**src/rtl/count_sequencer.sv**
```systemverilog
// Pass sequencer for a WIDTH-bit up-counter: 0..limit, repeated reps+1 times.
// Define SEQ_GRAY_EN to present q Gray-coded; counting stays binary inside.
module count_sequencer #(
  parameter int WIDTH  = 3,
  parameter int RWIDTH = 4
) (
  input  logic              c,
  input  logic              rn,
  input  logic              start,
  input  logic [WIDTH-1:0]  limit,
  input  logic [RWIDTH-1:0] reps,
  input  logic              hold,
  input  logic              abort,
  input  logic              ack,
  output logic [WIDTH-1:0]  q,
  output logic [RWIDTH-1:0] pass,
  output logic              tc,
  output logic              busy,
  output logic              done
);

  typedef enum logic [1:0] {
    S_IDLE = 2'd0,
    S_RUN  = 2'd1,
    S_DONE = 2'd2
  } state_e;

  state_e            state_q, state_d;
  logic [WIDTH-1:0]  qb_q, qb_d;
  logic [WIDTH-1:0]  limit_q, limit_d;
  logic [RWIDTH-1:0] pass_q, pass_d;
  logic [RWIDTH-1:0] reps_q, reps_d;
  logic [WIDTH-1:0]  qo_q, qo_d;
  logic              busy_q, busy_d;
  logic              done_q, done_d;

  logic at_limit;
  logic last_pass;

  assign at_limit  = (qb_q == limit_q);
  assign last_pass = (pass_q == reps_q);

  // Next-state: IDLE waits for start, RUN counts (abort > hold > count), DONE waits for ack.
  always_comb begin
    state_d = state_q;
    qb_d    = qb_q;
    pass_d  = pass_q;
    limit_d = limit_q;
    reps_d  = reps_q;
    unique case (state_q)
      S_IDLE: begin
        qb_d   = '0;
        pass_d = '0;
        if (start) begin
          limit_d = limit;
          reps_d  = reps;
          state_d = S_RUN;
        end
      end
      S_RUN: begin
        if (abort) begin
          qb_d    = '0;
          pass_d  = '0;
          state_d = S_IDLE;
        end else if (!hold) begin
          if (!at_limit) begin
            qb_d = qb_q + WIDTH'(1);
          end else if (!last_pass) begin
            qb_d   = '0;
            pass_d = pass_q + RWIDTH'(1);
          end else begin
            qb_d    = '0;
            pass_d  = '0;
            state_d = S_DONE;
          end
        end
      end
      S_DONE: begin
        qb_d   = '0;
        pass_d = '0;
        if (ack || abort) begin
          state_d = S_IDLE;
        end
      end
      default: begin
        qb_d    = '0;
        pass_d  = '0;
        state_d = S_IDLE;
      end
    endcase
  end

  // Registered output views derived from the next state.
  always_comb begin
    busy_d = (state_d == S_RUN);
    done_d = (state_d == S_DONE);
`ifdef SEQ_GRAY_EN
    qo_d   = qb_d ^ (qb_d >> 1);
`else
    qo_d   = qb_d;
`endif
  end

  // State and datapath registers with synchronous active-low reset.
  always_ff @(posedge c) begin
    if (!rn) begin
      state_q <= S_IDLE;
      qb_q    <= '0;
      pass_q  <= '0;
      limit_q <= '0;
      reps_q  <= '0;
      qo_q    <= '0;
      busy_q  <= 1'b0;
      done_q  <= 1'b0;
    end else begin
      state_q <= state_d;
      qb_q    <= qb_d;
      pass_q  <= pass_d;
      limit_q <= limit_d;
      reps_q  <= reps_d;
      qo_q    <= qo_d;
      busy_q  <= busy_d;
      done_q  <= done_d;
    end
  end

  assign q    = qo_q;
  assign pass = pass_q;
  assign busy = busy_q;
  assign done = done_q;
  assign tc   = (state_q == S_RUN) && at_limit && !hold;

endmodule

```
**config.mk**
```make
export PLATFORM = sky130hd
export DESIGN_NAME = count_sequencer
export DESIGN_NICKNAME = d
export VERILOG_FILES = /design/src/rtl/count_sequencer.sv
export SDC_FILE = /design/constraint.sdc
export NUM_CORES = 1
export LEC_CHECK = 0
export BUFFER_PORTS_ARGS = -buffer_cell sky130_fd_sc_hd__buf_2
export CAP_MARGIN = 30
export CORE_AREA = 2 2 55 57
export CTS_CLUSTER_SIZE = 40
export DETAILED_ROUTE_END_ITERATION = 12
export DIE_AREA = 0 0 57 59
export SKIP_CTS_REPAIR_TIMING = 1
export SLEW_MARGIN = 20
export SYNTH_ARGS = -nofsm -noshare
export SYNTH_HDL_FRONTEND = slang
export SYNTH_SLANG_ARGS = --single-unit
```
**constraint.sdc**
```tcl
create_clock -name c -period 1.65 [get_ports c]
set_clock_uncertainty 0.05 [all_clocks]
set_input_delay 0.0825 -clock c [delete_from_list [all_inputs] [get_ports c]]
set_output_delay 0.0825 -clock c [all_outputs]
set_load 0.02 [all_outputs]
```
==> flow_metrics.py <==
metrics = {
    "global_routing": {
        "grt_pass1_wl_mm": 2.75,
        "grt_max_degree": 11,
        "grtUsageTotal_pct": 11.1,
        "grt_pass1_vias": 601,
        "overflow": 0,
        "antenna_found_initial": 0,
    },
    "sta": {
        "setup_viol": 1,
        "fin_crit_sh_pct": 105,
        "finalHoldViolations": 2,
        "rsz0062_at_grt": "true",
        "whs_ps": -11.5,
        "timing.final.ws_setup_ps": -88.3,
        "layout_min_cycle_time_ps": 1740,
        "slew_violations": 0,
        "maxSlewHeadroom_pct": 69.7,
        "fmax_ghz": 0.575,
        "tightest_slew_ps": 450,
    },
    "critical_path": {
        "path_class": "flop to primary output",
        "timing.rr.end": "pass[1]",
        "r2r_start": "limit_q[1]",
        "cp-end-kind": "primary output",
        "worst_r2r_path_depth": 5,
        "start_kind": "flop",
        "r2r_slack_ps": 150,
        "critPathArrivalTime_ps": 1610,
        "cp_max_fo": 6,
        "worstPathRequired_ps": 1520,
    },
    "cts": {
        "clk_pin_slew_ps": 100,
        "cts_root_buffer": "clkbuf_4",
        "tritoncts": "done",
        "clk_latency_ps": 300,
        "cts_inserted_buffers": 3,
        "h-tree-depth": 1,
        "clockBufferDepth": 2,
        "cts.sinks": 18,
    },
    "synth": {
        "synthArstFlopShare_pct": 0,
        "syn_nets": 91,
        "syn_area_per_cell_um2": 10.5,
        "ys_ff_latch": 18,
        "syn_area_um2": 801,
        "synth_cell_types": 21,
        "synth_cells": 76,
        "yosysWarningCount": 0,
        "synth_edf_count": 0,
        "synth_area_leaders": "dfxtp_1 (45%), mux2i_1 (11%), xor2_1 (8.8%)",
        "synth_flop_cell": "dfxtp_1",
        "yosys.area.top_type": "dfxtp_1",
        "yosysSeqAreaShare_pct": 45.0,
        "yosysTopAreaCellShare_pct": 45.0,
    },
    "final_layout": {
        "drive_above_1_share_pct": 34.3,
        "layout_common_cells": "buf_2 (21), dfxtp_1 (16), mux2i_1 (9)",
        "final_common_cell": "buf_2",
        "regArea_um2": 365,
        "utilization_pct": 39.5,
        "antenna_cells": 0,
        "final_nets": 124,
        "multi_input_area_um2": 454,
        "area_growth_pct": 33.8,
        "nFillCells": 291,
    },
    "detailed_routing": {
        "ant_nets": 0,
        "firstDrtPassIters": 4,
        "drt-initial-drc-count": 7,
        "dr_total_vias": 634,
        "wl_mm": 1.68,
        "wl_per_cell_um": 12.1,
        "route.detailed.drc": 0,
        "avgViaCountPerCell": 4.56,
    },
    "job": {
        "drv_cap": 0,
    },
    "status": {
        "failed_checks": "negative hold slack, negative setup slack",
        "status": "finished, violations left",
    },
    "worst_hold_path": {
        "holdPathEnd": "reps_q[3]",
        "whs_path_depth": 3,
        "hp-class": "input port to flop",
        "holdCritStartpoint": "reps[3]",
    },
    "floorplanning": {
        "io_pins": 23,
        "start_util_pct": 29.5,
        "die_w_um": 57,
        "die_h_um": 59,
        "rows": 19,
        "dieArea_um2": 3360,
        "design.core.area_um2": 2710,
    },
    "place": {
        "gp_congestion": 0.730,
        "numPortBuffers": 22,
        "post-dp-hpwl_mm": 1.28,
        "post-place-ws_ps": 166,
    },
    "power": {
        "p_per_area_nw_per_um2": 813,
        "vdd_drop_max_mv": 0.510,
        "p_leak_nw": 0.503,
    },
}
## critical path: stages (launching register included)
cell and delay [ps]:
dfxtp_2 370, xor2_4 200, nor4_4 400, and3b_2 240, buf_6 110
## Yosys cell counts (2+ instances only)
| cell type | n |
|---|---|
| ha_1 | 2 |
| nor2_1 | 7 |
| nand4b_1 | 2 |
| xnor2_1 | 4 |
| mux2i_1 | 9 |
| xor2_1 | 8 |
| dfxtp_1 | 18 |
| nand2_1 | 4 |
| nor4_1 | 3 |
| nor2b_1 | 8 |
## routing by layer
layer	routed length [µm]	vias up	track usage, %
met5	0	-	0
met4	17	0	4.98
met3	108	2	4.80
met2	787	21	16.7
met1	771	289	13.8
li1	-	322	-
## cell type report
cell class | instances | share of cell area, %
sequential | 18 | 34.1
tap | 31 | 3.62
timing repair buffer | 29 | 16.5
clock buffer | 4 | 3.39
multi-input combinational | 57 | 42.4
## where the power goes
group / total (mW) / internal, mW / switching, mW
Sequential: 0.465 / 0.451 / 0.0143
Clock: 0.280 / 0.135 / 0.145
Combinational: 0.126 / 0.0659 / 0.0601
## metrics by stage
stage          total power, mW  cells  instance area, µm²  hold slack (ps)  TNS, ps
3_3_place_gp             0.586    130                 960              291        0
2_1_floorplan            0.550     76                 801              157        0
6_report                 0.871    139                1070            -11.5    -88.3
5_1_grt                  0.927    139                1070             1.84     -184
3_5_place_dp             0.590    130                 960              300        0
4_1_cts                  0.876    134                 996            -22.4     -191
## state kept, by name (all words and copies together) (netlist names)
register  count
busy          1
done          1
q             3
reps_q        4
pass          4
limit_q       3
state_q       2
## cell families after synthesis
kind of cell	count (synthesis)	share of synthesized area [%]
flops	18	45.0
simple gates	31	24.5
buf+inv	1	0.624
mux	9	11.3
xor+xnor	12	13.1
fa+ha+maj	2	3.12
compound gates	3	2.34
## how the worst max path moves through the flow
stage               slack, ps  endpoint  startpoint  depth (start not counted)
finish                    -90        tc  limit_q[1]                          4
global route             -180        tc  limit_q[1]                          4
CTS                      -190        tc        q[1]                          4
detailed placement        170        tc        q[1]                          4
global placement          190        tc        q[1]                          4
floorplan                 180      busy        q[1]                          4
No activity file was read; power rests on OpenSTA's default activity.
